===== config.mk =====
export PLATFORM = sky130hd
export DESIGN_NAME = avalon_wide_responder_flat
export DESIGN_NICKNAME = d
export VERILOG_FILES = /design/src/rtl/avalon_rsa_pkg.sv /design/src/rtl/avalon_wide_responder_if.sv /design/src/rtl/avalon_rd_pipe.sv /design/src/rtl/avalon_wide_responder.sv /design/src/flat_wrapper.sv
export SDC_FILE = /design/constraint.sdc
export NUM_CORES = 2
export LEC_CHECK = 0
export CORE_UTILIZATION = 50
export DETAILED_ROUTE_END_ITERATION = 12
export PLACE_DENSITY = 0.7
export SYNTH_ARGS = -nofsm -noshare
export SYNTH_HDL_FRONTEND = slang
export SYNTH_HIERARCHICAL = 1
export SYNTH_SLANG_ARGS = --single-unit

===== constraint.sdc =====
create_clock -name clk -period 34.8 [get_ports clk]
set_clock_uncertainty 0.1 [all_clocks]
set_input_delay 10.44 -clock clk [delete_from_list [all_inputs] [get_ports clk]]
set_output_delay 10.44 -clock clk [all_outputs]
set_load 0.02 [all_outputs]

===== src/rtl/avalon_rsa_pkg.sv =====
// Shared widths and parameter limits for the RSA accelerator's 256-bit Avalon-MM fabric.
package avalon_rsa_pkg;

    localparam int unsigned AVM_DATA_W       = 256;
    localparam int unsigned AVM_ADDR_W       = 32;
    localparam int unsigned AVM_BYTE_SHIFT   = 5;
    localparam int unsigned MIN_READ_LATENCY = 1;
    localparam int unsigned MAX_READ_LATENCY = 8;
    localparam int unsigned MAX_WAIT_CYCLES  = 7;
    localparam int unsigned WCNT_W           = 3;

endpackage


===== src/rtl/avalon_wide_responder_if.sv =====
// Avalon-MM slave port bundle between the RSA master and the wide responder.
interface avalon_wide_responder_if;
    import avalon_rsa_pkg::*;

    logic [AVM_ADDR_W-1:0] avs_s0_address;
    logic                  avs_s0_read;
    logic                  avs_s0_write;
    logic [AVM_DATA_W-1:0] avs_s0_writedata;
    logic                  avs_s0_waitrequest;
    logic [AVM_DATA_W-1:0] avs_s0_readdata;
    logic                  avs_s0_readdatavalid;

    modport master (
        output avs_s0_address, avs_s0_read, avs_s0_write, avs_s0_writedata,
        input  avs_s0_waitrequest, avs_s0_readdata, avs_s0_readdatavalid
    );

    modport slave (
        input  avs_s0_address, avs_s0_read, avs_s0_write, avs_s0_writedata,
        output avs_s0_waitrequest, avs_s0_readdata, avs_s0_readdatavalid
    );

endinterface


===== src/rtl/avalon_rd_pipe.sv =====
// Fixed-latency valid/data delay line for read responses.
module avalon_rd_pipe #(
    parameter int unsigned LATENCY = 2,
    parameter int unsigned WIDTH   = 256
) (
    input  logic             clk,
    input  logic             reset,
    input  logic             in_valid,
    input  logic [WIDTH-1:0] in_data,
    output logic             out_valid,
    output logic [WIDTH-1:0] out_data
);

    logic [LATENCY-1:0] valid_q;
    logic [WIDTH-1:0]   data_q [LATENCY];

    // Data stages only load behind a valid, so the last stage holds the previous response.
    always_ff @(posedge clk or negedge reset) begin
        if (!reset) begin
            valid_q <= '0;
            for (int k = 0; k < int'(LATENCY); k++) begin
                data_q[k] <= '0;
            end
        end else begin
            valid_q[0] <= in_valid;
            if (in_valid) begin
                data_q[0] <= in_data;
            end
            for (int k = 1; k < int'(LATENCY); k++) begin
                valid_q[k] <= valid_q[k-1];
                if (valid_q[k-1]) begin
                    data_q[k] <= data_q[k-1];
                end
            end
        end
    end

    assign out_valid = valid_q[LATENCY-1];
    assign out_data  = data_q[LATENCY-1];

endmodule


===== src/rtl/avalon_wide_responder.sv =====
// 256-bit Avalon-MM slave buffer with programmable wait states and pipelined read latency.
module avalon_wide_responder
    import avalon_rsa_pkg::*;
#(
    parameter int unsigned DEPTH        = 16,
    parameter int unsigned READ_LATENCY = 2,
    parameter int unsigned WAIT_CYCLES  = 1
) (
    input  logic                    clk,
    input  logic                    reset,
    avalon_wide_responder_if.slave  bus,
    output logic [15:0]             rd_count,
    output logic [15:0]             wr_count,
    output logic                    err_flag
);

    localparam int unsigned IDX_W = $clog2(DEPTH);

    logic [WCNT_W-1:0]     wcnt_q, wcnt_d;
    logic [15:0]           rd_count_q, wr_count_q;
    logic                  err_q;
    logic                  cmd, accept, wr_acc, rd_acc, misaligned, both;
    logic [IDX_W-1:0]      idx;
    logic [AVM_DATA_W-1:0] mem [DEPTH];
    logic [AVM_DATA_W-1:0] rd_word;
    logic                  unused_addr_bits;

    assign cmd        = bus.avs_s0_read | bus.avs_s0_write;
    assign both       = bus.avs_s0_read & bus.avs_s0_write;
    assign bus.avs_s0_waitrequest = ~reset | (cmd & (wcnt_q != WCNT_W'(WAIT_CYCLES)));
    assign accept     = cmd & ~bus.avs_s0_waitrequest;
    assign wr_acc     = accept & bus.avs_s0_write;
    // A colliding read is dropped; the write wins.
    assign rd_acc     = accept & bus.avs_s0_read & ~bus.avs_s0_write;
    assign idx        = bus.avs_s0_address[AVM_BYTE_SHIFT +: IDX_W];
    assign misaligned = |bus.avs_s0_address[AVM_BYTE_SHIFT-1:0];
    assign rd_word    = mem[idx];

    // Upper address bits wrap modulo DEPTH.
    assign unused_addr_bits = ^bus.avs_s0_address[AVM_ADDR_W-1:AVM_BYTE_SHIFT+IDX_W];

    always_comb begin
        wcnt_d = wcnt_q;
        if (accept || !cmd) begin
            wcnt_d = '0;
        end else if (wcnt_q < WCNT_W'(WAIT_CYCLES)) begin
            wcnt_d = wcnt_q + 1'b1;
        end
    end

    always_ff @(posedge clk or negedge reset) begin
        if (!reset) begin
            wcnt_q     <= '0;
            rd_count_q <= '0;
            wr_count_q <= '0;
            err_q      <= 1'b0;
        end else begin
            wcnt_q <= wcnt_d;
            if (rd_acc) rd_count_q <= rd_count_q + 16'd1;
            if (wr_acc) wr_count_q <= wr_count_q + 16'd1;
            if (accept && (misaligned || both)) err_q <= 1'b1;
        end
    end

    always_ff @(posedge clk) begin
        if (wr_acc) begin
            mem[idx] <= bus.avs_s0_writedata;
        end
    end

    avalon_rd_pipe #(
        .LATENCY (READ_LATENCY),
        .WIDTH   (AVM_DATA_W)
    ) u_rd_pipe (
        .clk       (clk),
        .reset     (reset),
        .in_valid  (rd_acc),
        .in_data   (rd_word),
        .out_valid (bus.avs_s0_readdatavalid),
        .out_data  (bus.avs_s0_readdata)
    );

    assign rd_count = rd_count_q;
    assign wr_count = wr_count_q;
    assign err_flag = err_q;

endmodule


===== src/flat_wrapper.sv =====
// flat-port wrapper written by rule: the top's interface ports become plain ports
module avalon_wide_responder_flat import avalon_rsa_pkg::*;
#(
    parameter int unsigned DEPTH        = 16,
    parameter int unsigned READ_LATENCY = 2,
    parameter int unsigned WAIT_CYCLES  = 1
)
  (clk, reset, rd_count, wr_count, err_flag, bus_avs_s0_address, bus_avs_s0_read, bus_avs_s0_write, bus_avs_s0_writedata, bus_avs_s0_waitrequest, bus_avs_s0_readdata, bus_avs_s0_readdatavalid);
  avalon_wide_responder_if bus_i ();
  input  logic clk;
  input  logic reset;
  output logic [15:0] rd_count;
  output logic [15:0] wr_count;
  output logic err_flag;
  input wire logic [$bits(bus_i.avs_s0_address)-1:0] bus_avs_s0_address;
  input wire logic [$bits(bus_i.avs_s0_read)-1:0] bus_avs_s0_read;
  input wire logic [$bits(bus_i.avs_s0_write)-1:0] bus_avs_s0_write;
  input wire logic [$bits(bus_i.avs_s0_writedata)-1:0] bus_avs_s0_writedata;
  output wire logic [$bits(bus_i.avs_s0_waitrequest)-1:0] bus_avs_s0_waitrequest;
  output wire logic [$bits(bus_i.avs_s0_readdata)-1:0] bus_avs_s0_readdata;
  output wire logic [$bits(bus_i.avs_s0_readdatavalid)-1:0] bus_avs_s0_readdatavalid;
  assign bus_i.avs_s0_address = bus_avs_s0_address;
  assign bus_i.avs_s0_read = bus_avs_s0_read;
  assign bus_i.avs_s0_write = bus_avs_s0_write;
  assign bus_i.avs_s0_writedata = bus_avs_s0_writedata;
  assign bus_avs_s0_waitrequest = bus_i.avs_s0_waitrequest;
  assign bus_avs_s0_readdata = bus_i.avs_s0_readdata;
  assign bus_avs_s0_readdatavalid = bus_i.avs_s0_readdatavalid;
  avalon_wide_responder #(.DEPTH(DEPTH), .READ_LATENCY(READ_LATENCY), .WAIT_CYCLES(WAIT_CYCLES)) u_core (.clk(clk), .reset(reset), .bus(bus_i), .rd_count(rd_count), .wr_count(wr_count), .err_flag(err_flag));
endmodule

==> results.md <==
- Synth Instances: 7746
- Final worst-path cycle share: 0.649
- DRC viols: 0
- Hold Path Cell Cnt: 1
- Psw: 2.91 mW
- Worst r2r path cells: 9
- Aggregate routed wire length: 404000 µm
- Sequential-to-total area share from yosys stat: 0.780
- Final setup vio count: 0
- Cts bufs inserted: 447
- Gr usage total: 0.227
- Worst VDD drop: 0.0522 mV
- Clock Tree Buf Depth: 4
- Leakage: 65.3 nW
- Die Ht: 594 µm
- Commonest cells after routing, fill and taps aside: edfxtp_1 (4096), mux4_2 (1024), clkdlybuf4s50_1 (556)
- Largest net degree at the start of global routing: 159
- Critical path startpoint category: primary input
- CTS Hold Bufs: 0
- Worst relative slew slack: 0.0739
- H-Tree Depth: 5
- Fin. Hold Viols: 0
- Clock transition at path regs: 0.06 ns
- CP max stage delay: 0.66 ns
- Run status: complete, no violations
- CORE AREA: 349000 µm²
- First-pass GRT wire length: 587000 µm
- Vias post-DR: 81600
- Post-CTS Setup Bufs: 0
- Crit path capture type: output port
- Number of gates resized after CTS: 0
- Wire per inst: 30.4 µm
- Part of the power in combinational logic: 0.096
- Maxcap violations: 0
- Gp weighted congestion: 0.729
- Tmin final: 22.57 ns
- Crit-path cells: clkdlybuf4s50_1 > nor2_1 > o21ai_0 > clkdlybuf4s50_1
- Ys Warns: 6
- Effective utilization at floorplan: 0.502
- Syn Area/Cell: 22.6 µm²
- Seq cells post-synth: 4646
- Hold Path Class: reg -> reg
- CTS tree: yes
- RSZ-0062 raised after global routing: no
- Vias per inst: 6.14
- Synthesis-to-layout area growth: 13.8%
- Worst EP arrival: 12.03 ns
- GRT Residual Overflow: 0
- Hold Slack: 0.374 ns
- Measured slew at the worst slew-check pin: 1.39 ns
- Most used cell, CP: clkdlybuf4s50_1
- CP Max Fanout: 6
- Share of cells above drive strength 1: 0.278
- TritonRoute pass-1 iters: 6
- Slowest-stage cell, CP: clkdlybuf4s50_1
- Worst path required time: 24.26 ns
- Nets: 8561
- I/O Buffers: 559
- Critical setup path kind: in -> out
- Row cnt: 217
- # clock sinks: 4646
- Remaining antenna violation count: 0
- Switching share of power: 0.229
- Worst-Skew Late Latency: 1.00 ns
- Setup TNS: 0 ns
- Vias in the first global route: 84800
- Most common cell after layout, fill and taps aside: edfxtp_1
- Post-Syn Nets: 8042
- Clk pwr share: 0.386
- Max-slew violations: 0
- Synth cell types: 38
- Cell Int Power: 9.80 mW
- Flop pwr share: 0.518
- 1st-iter DRT viols: 8424
- Num ports: 583
- Clock root buffer: clkbuf_16
- Pwr/cell area: 63.7 nW/µm²
- Die area: 353000 µm²
- Hpwl dp: 207000 µm
- Die W: 594 µm
- Initial antenna violation count: 86
- Fmax: 0.0443 GHz
- Mapped cell area: 175000 µm²
## per-layer routing
metal  part of all wire  track usage
met1               0.40        0.317
met2               0.49        0.374
met3              0.086       0.0439
met4              0.022       0.0516
met5             0.0010            0
## through the flow
stage	util	total power, mW	area (µm²)	instances	setup slack, ns
6_report	0.571	12.7	199000	13300	12.23
5_1_grt	0.571	13.1	199000	13300	12.09
4_1_cts	0.571	12.8	199000	13300	12.22
3_5_place_dp	0.528	7.93	184000	12400	12.23
3_3_place_gp	0.528	7.89	184000	12400	12.22
2_1_floorplan	-	7.50	175000	7746	11.81
## worst paths after layout
path | from | endpoint | slack (ns)
setup / recovery | bus_avs_s0_write | bus_avs_s0_waitrequest | 12.23
hold / removal | u_core/err_flag$_DFFE_PN0P_ | u_core/err_flag$_DFFE_PN0P_ | 0.37
setup reg to reg | u_core/wcnt_q[1]$_DFFE_PN0P_ | u_core/mem[9][127]$_DFFE_PP_ | 28.79
hold reg to reg | u_core/err_flag$_DFFE_PN0P_ | u_core/err_flag$_DFFE_PN0P_ | 0.37
max in group asynchronous | reset | u_core/u_rd_pipe/out_data[135]$_DFFE_PN0P_ | 22.29
min in group asynchronous | reset | u_core/u_rd_pipe/data_q[273]$_DFFE_PN0P_ | 9.33
## cell families (layout without fill, tap and decap cells)
family,Yosys count,after routing,share of synthesized area
AO/OA/AOI/OAI,519,519,0.0222
XOR/XNOR,30,30,0.00150
adder cells (fa/ha/maj),4,4,0.000285
buffers and inverters,662,1577,0.0235
flip-flops,4646,4646,0.780
multiplexers,1537,1537,0.164
other,0,28,0
AND/OR/NAND/NOR,348,348,0.00829
## Yosys cell counts, drive strengths merged
cell type	count	share of area
a21oi	3	0.000086
a22oi	512	0.022
and2	2	0.000071
and3	3	0.00011
and4	2	0.00010
buf	517	0.020
clkbuf	139	0.0030
dfrtp	550	0.078
edfxtp	4096	0.70
ha	4	0.00029
inv	6	0.00013
mux2	513	0.033
mux4	1024	0.13
nand2	270	0.0058
nand2b	2	0.000071
nand3	11	0.00031
nand3b	3	0.00020
nand4	5	0.00018
nand4b	3	0.00015
nor2	30	0.00064
nor2b	3	0.00011
nor3	7	0.00020
nor4	2	0.00016
o21a	2	0.000086
o21ai	1	0.000029
o21bai	1	0.000043
or2	1	0.000036
or2b	1	0.000043
or3	1	0.000036
or4	1	0.000043
or4b	1	0.000057
xnor2	20	0.0010
xor2	10	0.00050
## power groups by stage
stage,Clock [mW],Combinational (mW),Sequential [mW]
final,4.91,1.22,6.58
after global routing,5.20,1.29,6.62
after CTS,4.99,1.24,6.59
after detailed placement,0,1.23,6.70
after global placement,0,1.20,6.68
after floorplan,0,0.874,6.62
## critical path, delay by kind of cell
kind / cells / cell delay, ns
AOI/OAI and AO/OA: 1 / 0.26
buffers and inverters: 2 / 1.23
and+or+nand+nor: 1 / 0.10
## layout make-up
class	count	area, µm²
tap	4599	5750
timing repair buffer	726	7100
multi-input combinational	2438	34600
sequential	4646	137000
antenna	28	70.1
inverter	6	22.5
fill	24800	150000
clock inverter	243	2910
clock buffer	602	12200
## registers in the layout, summed over array words and instances (netlist names)
signal,flops
u_core/mem,4096
u_core/u_rd_pipe/out_data,256
u_core/wr_count,16
u_core/u_rd_pipe/valid_q,2
u_core/wcnt_q,3
u_core/u_rd_pipe/data_q,256
u_core/rd_count,16
u_core/err_flag,1
No activity file was read; power rests on OpenSTA's default activity.
